$ cat config.mk
export PLATFORM = sky130hd
export DESIGN_NAME = op_issue_queue
export DESIGN_NICKNAME = d
export VERILOG_FILES = /design/src/rtl/op_issue_queue_pkg.sv /design/src/rtl/op_issue_queue_ram.sv /design/src/rtl/op_issue_queue.sv
export SDC_FILE = /design/constraint.sdc
export NUM_CORES = 1
export LEC_CHECK = 0
export CORE_UTILIZATION = 30
export DETAILED_ROUTE_END_ITERATION = 10
export GPL_ROUTABILITY_DRIVEN = 0
export GPL_TIMING_DRIVEN = 1
export PLACE_DENSITY = 0.55
export SYNTH_ARGS = -nofsm -noshare
export SYNTH_HDL_FRONTEND = slang
export SYNTH_HIERARCHICAL = 1
export SYNTH_SLANG_ARGS = --single-unit
$ cat constraint.sdc
create_clock -name clk -period 6.73 [get_ports clk]
set_clock_uncertainty 0.2 [all_clocks]
set_input_delay 1.346 -clock clk [delete_from_list [all_inputs] [get_ports clk]]
set_output_delay 1.346 -clock clk [all_outputs]
set_load 0.02 [all_outputs]
$ cat src/rtl/op_issue_queue_pkg.sv
// OpTypes: shared decode/issue types used by the issue queue and its bench.
// The queue depth default lives here so front-end and back-end agree on it.
package OpTypes;

  localparam int ISSUE_QUEUE_DEPTH = 4;

  // Decoded operation summary; isBubble marks a slot decode filled with nothing.
  typedef struct packed {
    logic       isBubble;
    logic [3:0] fuType;
    logic [7:0] opcode;
  } OpInfo;

  // One issue-queue slot: op summary, fetch PC and architectural registers.
  typedef struct packed {
    OpInfo       opInfo;
    logic [31:0] pc;
    logic [4:0]  rs1;
    logic [4:0]  rs2;
    logic [4:0]  rd;
  } IssueQueueEntry;

endpackage

$ cat src/rtl/op_issue_queue_ram.sv
// op_issue_queue_ram: DEPTH x W register array, one synchronous write port,
// one asynchronous read port. Contents are deliberately not reset.
module op_issue_queue_ram #(
  parameter  int DEPTH = 4,
  parameter  int W     = 8,
  localparam int PTR_W = $clog2(DEPTH)
) (
  input  logic             clk,
  input  logic             we,
  input  logic [PTR_W-1:0] waddr,
  input  logic [W-1:0]     wdata,
  input  logic [PTR_W-1:0] raddr,
  output logic [W-1:0]     rdata
);

  logic [W-1:0] mem [DEPTH];

  // Write the addressed slot on the rising edge when enabled.
  always_ff @(posedge clk) begin
    if (we) begin
      mem[waddr] <= wdata;
    end
  end

  // Head read is combinational so the consumer sees the entry without a bubble.
  assign rdata = mem[raddr];

endmodule

$ cat src/rtl/op_issue_queue.sv
// op_issue_queue: FIFO of decoded instructions between decode and issue.
// Bubble ops are consumed without being stored, flush empties the queue,
// and count/full/empty let the front end throttle.
// Handshake: a side transfers on a rising edge where its valid and ready are
// both 1 and flush is 0; enqReady = !full and never looks at deqReady.
// Optional macro OP_ISSUE_QUEUE_BYPASS_EN: when empty, a non-bubble enqueue is
// presented at the head in the same cycle and, if taken, is never stored.
// stateDbg exposes the control FSM: 0 = EMPTY, 1 = PARTIAL, 2 = FULL.
module op_issue_queue
  import OpTypes::*;
#(
  parameter  int DEPTH = ISSUE_QUEUE_DEPTH,
  localparam int PTR_W = $clog2(DEPTH),
  localparam int CNT_W = $clog2(DEPTH) + 1
) (
  input  logic                              clk,
  input  logic                              rstN,
  input  logic                              flush,
  input  logic                              enqValid,
  input  logic [$bits(IssueQueueEntry)-1:0] enqEntry,
  output logic                              enqReady,
  output logic                              deqValid,
  output logic [$bits(IssueQueueEntry)-1:0] deqEntry,
  input  logic                              deqReady,
  output logic [CNT_W-1:0]                  count,
  output logic                              full,
  output logic                              empty,
  output logic [1:0]                        stateDbg
);

  localparam logic [1:0] S_EMPTY   = 2'd0;
  localparam logic [1:0] S_PARTIAL = 2'd1;
  localparam logic [1:0] S_FULL    = 2'd2;

  localparam logic [CNT_W-1:0] DEPTH_CNT = CNT_W'(DEPTH);

  IssueQueueEntry   enqE;
  IssueQueueEntry   ramRdata;
  logic [PTR_W-1:0] head;
  logic [PTR_W-1:0] tail;
  logic [CNT_W-1:0] nextCount;
  logic [1:0]       state;
  logic [1:0]       nextState;
  logic             enqFire;
  logic             deqFire;
  logic             bypass;
  logic             doWrite;
  logic             doRead;

  assign enqE     = enqEntry;
  assign full     = (count == DEPTH_CNT);
  assign empty    = (count == '0);
  assign enqReady = !full;
  assign stateDbg = state;

`ifdef OP_ISSUE_QUEUE_BYPASS_EN
  assign bypass   = empty && enqValid && !enqE.opInfo.isBubble && !flush;
  assign deqValid = !empty || bypass;
  assign deqEntry = bypass ? enqE : ramRdata;
`else
  assign bypass   = 1'b0;
  assign deqValid = !empty;
  assign deqEntry = ramRdata;
`endif

  assign enqFire = enqValid && enqReady && !flush;
  assign deqFire = deqValid && deqReady && !flush;
  // A bubble is accepted but never stored; a bypassed entry taken this cycle
  // goes straight to issue and touches neither the array nor the pointers.
  assign doWrite = enqFire && !enqE.opInfo.isBubble && !(bypass && deqReady);
  assign doRead  = deqFire && !bypass;

  op_issue_queue_ram #(
    .DEPTH (DEPTH),
    .W     ($bits(IssueQueueEntry))
  ) u_ram (
    .clk   (clk),
    .we    (doWrite),
    .waddr (tail),
    .wdata (enqE),
    .raddr (head),
    .rdata (ramRdata)
  );

  // Occupancy after this edge; flush overrides any simultaneous transfer.
  always_comb begin
    nextCount = count;
    if (flush) begin
      nextCount = '0;
    end else if (doWrite && !doRead) begin
      nextCount = count + CNT_W'(1);
    end else if (doRead && !doWrite) begin
      nextCount = count - CNT_W'(1);
    end
  end

  // Control FSM transitions follow the occupancy the queue is about to hold.
  always_comb begin
    nextState = state;
    case (state)
      S_EMPTY:   if (nextCount != '0) nextState = S_PARTIAL;
      S_PARTIAL: begin
        if (nextCount == DEPTH_CNT) nextState = S_FULL;
        else if (nextCount == '0)   nextState = S_EMPTY;
      end
      S_FULL:    if (nextCount != DEPTH_CNT) nextState = S_PARTIAL;
      default:   nextState = S_EMPTY;
    endcase
    if (flush) nextState = S_EMPTY;
  end

  // Pointers, occupancy and FSM state; pointers wrap naturally at DEPTH.
  always_ff @(posedge clk or negedge rstN) begin
    if (!rstN) begin
      head  <= '0;
      tail  <= '0;
      count <= '0;
      state <= S_EMPTY;
    end else begin
      count <= nextCount;
      state <= nextState;
      if (flush) begin
        head <= '0;
        tail <= '0;
      end else begin
        if (doWrite) tail <= tail + PTR_W'(1);
        if (doRead)  head <= head + PTR_W'(1);
      end
    end
  end

`ifndef SYNTHESIS
  aCountMax:   assert property (@(posedge clk) disable iff (!rstN) count <= DEPTH_CNT);
  aNoEnqFull:  assert property (@(posedge clk) disable iff (!rstN) !(enqFire && full));
  aNoDeqEmpty: assert property (@(posedge clk) disable iff (!rstN) !(doRead && empty));
`endif

endmodule

==> qor.yml <==
setup.worst_path.end_class: "primary output"
yosysSeqAreaShare_pct: 78.96
final_cells: 952
cp_data_required_time_ns: 5.18
count_of_nets_left_with_antenna_violations_after_detail_routing: 0
regToRegStartpoint: "count[0]$_DFF_PN0_"
yosysMostFrequentCell: "sky130_fd_sc_hd__edfxtp_1"
max_cap_viol_count: 0
synth_common_cells: "sky130_fd_sc_hd__edfxtp_1, sky130_fd_sc_hd__mux4_2, sky130_fd_sc_hd__dfrtp_1, sky130_fd_sc_hd__nor2_1, sky130_fd_sc_hd__inv_1"
clock.fmax_ghz: 0.2092
yosysUniqueCellTypes: 38
final.period_utilization_pct: 71.02
clock-root-buffer: "sky130_fd_sc_hd__clkbuf_16"
failed_checks: "DRC"
global_route.usage.total_pct: 11.58
yosys.area.top_type_share_pct: 76.57
worst-path-max-fanout: 46
grt_overflow: 0
post-synth-top-area-cell: "sky130_fd_sc_hd__edfxtp_1"
fp.dieW_um: 179.1
rsz_0062_raised_after_global_routing: "false"
power_w: 0.004174
pre_cts_slack_ns: 2.368
synthArstFlopShare_pct: 3.614
grt_pass1_vias: 4838
hold_path_class: "flop to flop"
placementRows: 64
critPathArrivalTime_ns: 3.23
design.portCount: 134
netlist_area_mm2: 0.009413
footprint_of_the_flip_flops_and_latches_mm2: 0.007440
clock_sinks: 249
die-area_mm2: 0.03209
numPortBuffers: 133
power.density_mw_per_mm2: 347.5
firstDrtPassIters: 7
setup-violations-final: 0
whs_ns: 0.4509
worst_slew_pin_slew_ns: 1.148
grt_start_max_net_pins: 62
fin_nets: 606
worstSetupStartpointType: "flop"
place.detailed.hpwl_mm: 10.74
synthesis.area_per_instance_um2: 24.14
route.detailed.vias_per_inst: 4.598
cts.hold.buffers_added: 0
min_from: "stateDbg[1]$_DFFE_PN0P_"
multi_input_comb_area_mm2: 0.001793
slew_headroom_pct: 23.44
power.static_leakage_nw: 3.748
path_clk_slew_ns: 0.06
filler_cell_count: 2794
drtIter0Drc: 298
final_max_slew_viol_count: 0
post-route-min-period_ns: 4.780
max-clock-path-buffers: 3
crit_path_start: "head[0]$_DFFE_PN0P_"
area.growth.synth_to_final_pct: 27.61
clock_latency_ns: 0.53
tns_ns: 0
outcome: "complete, but fails checks"
drive_gt1_share_pct: 19.96
drc_errors: 19
initial_core_util_pct: 30.61
antenna_found_initial: 2
yosysWarningCount: 6
ys_ff_latch: 249
route.vias.total: 4377
routed_wl_mm: 18.01
floorplan.core_area_mm2: 0.03075
synth_area_leaders: "sky130_fd_sc_hd__edfxtp_1, sky130_fd_sc_hd__mux4_2, sky130_fd_sc_hd__dfrtp_1"
net_count_after_synthesis: 458
post_cts_buffers: 0
dpl.cell_count: 905
yosys_most_used_dff: "sky130_fd_sc_hd__edfxtp_1"
gr-usage-met1_pct: 14.12
die_h_um: 179.1
vdd_drop_max_mv: 0.1697
hold_violations: 0
drt-wirelength-per-cell_um: 18.91
cts_max_level: 1
grt.met2_usage_pct: 20.08
synthesis.instances: 390
met3_track_demand_over_resource_pct: 3.159
criticalPathCategory: "flop to primary output"
cts_tree: "yes"
grt.busiest_layer: "met2"
antenna_cells_inserted: 0
post_cts_resized: 0
synth-edff-count: 240
tritoncts.num_buffers: 27
worst_slack_ns: 1.951
grt_pass1_wl_mm: 27.83
==> cell type report <==
cell class	instances	area share (%)
clock buffers	33	5.813
clock inverters	14	1.677
inverters	8	0.2500
multi-input cells	116	14.93
flip-flops and latches	249	61.94
well taps	396	4.125
repair buffers	136	11.27
==> metrics by stage <==
stage	util (%)	area (µm²)
2_1_floorplan	-	9418
3_3_place_gp	36.14	11110
3_5_place_dp	36.14	11110
4_1_cts	39.06	12010
5_1_grt	39.06	12010
6_report	39.06	12010
==> where the power goes <==
group	leakage (nW)	total [W]	internal [W]	switching [W]
registers	2.29	0.00185	0.00174	0.000105
clock network	0.437	0.00148	0.000925	0.000551
logic	1.03	0.000851	0.000472	0.000380
total	3.75	0.00417	0.00314	0.00104
==> placed cells by master, fill, tap and decap left out, types with 3 or more instances in the layout <==
cell type                           n
sky130_fd_sc_hd__clkinv_1           4
sky130_fd_sc_hd__nand2_1            4
sky130_fd_sc_hd__mux4_2            60
sky130_fd_sc_hd__bufinv_16          5
sky130_fd_sc_hd__xnor2_1            4
sky130_fd_sc_hd__inv_1              8
sky130_fd_sc_hd__nand2b_1           3
sky130_fd_sc_hd__clkdlybuf4s50_1  133
sky130_fd_sc_hd__ha_1               3
sky130_fd_sc_hd__nor2_1             9
sky130_fd_sc_hd__clkbuf_16         27
sky130_fd_sc_hd__dfrtp_1            7
sky130_fd_sc_hd__clkbuf_1           6
sky130_fd_sc_hd__edfxtp_1         240
sky130_fd_sc_hd__buf_4              3
==> cell families (layout without fill, tap and decap cells) <==
kind of cell / Yosys count / in the layout / share of synthesized area [%]
compound gates: 14 / 14 / 1.329
xor+xnor: 6 / 6 / 0.5583
fa+ha+maj: 3 / 3 / 0.3988
buf+inv: 25 / 191 / 2.247
flops: 249 / 249 / 78.96
mux: 60 / 60 / 14.36
simple gates: 33 / 33 / 2.153
==> registers in the layout, summed over array words and instances, names as in the netlist <==
| signal | flops |
|---|---|
| tail | 2 |
| head | 2 |
| stateDbg | 2 |
| count | 3 |
| u_ram/mem | 240 |
==> critical path, cell delays in order (launching register included) <==
cell and delay (ns):
sky130_fd_sc_hd__dfrtp_4 1.04, sky130_fd_sc_hd__buf_4 0.48, sky130_fd_sc_hd__mux4_2 0.58, sky130_fd_sc_hd__clkdlybuf4s50_1 0.56
==> routing by layer <==
metal,part of all wire [%],up-vias
li1,-,1938
met1,40,2293
met2,51,110
met3,6.6,32
met4,1.9,4
met5,0.13,-
==> worst paths after layout <==
| check | end | slack (ns) | cells after the start |
|---|---|---|---|
| max | deqEntry[6] | 1.95 | 3 |
| min | stateDbg[1]$_DFFE_PN0P_ | 0.45 | 2 |
| max reg2reg | u_ram/mem[1][18]$_DFFE_PP_ | 3.71 | 6 |
| min reg2reg | stateDbg[1]$_DFFE_PN0P_ | 0.45 | 2 |
| max in group asynchronous | head[1]$_DFFE_PN0P_ | 5.08 | 1 |
| min in group asynchronous | head[0]$_DFFE_PN0P_ | 0.92 | 1 |
(Power assumes the default switching activity.)
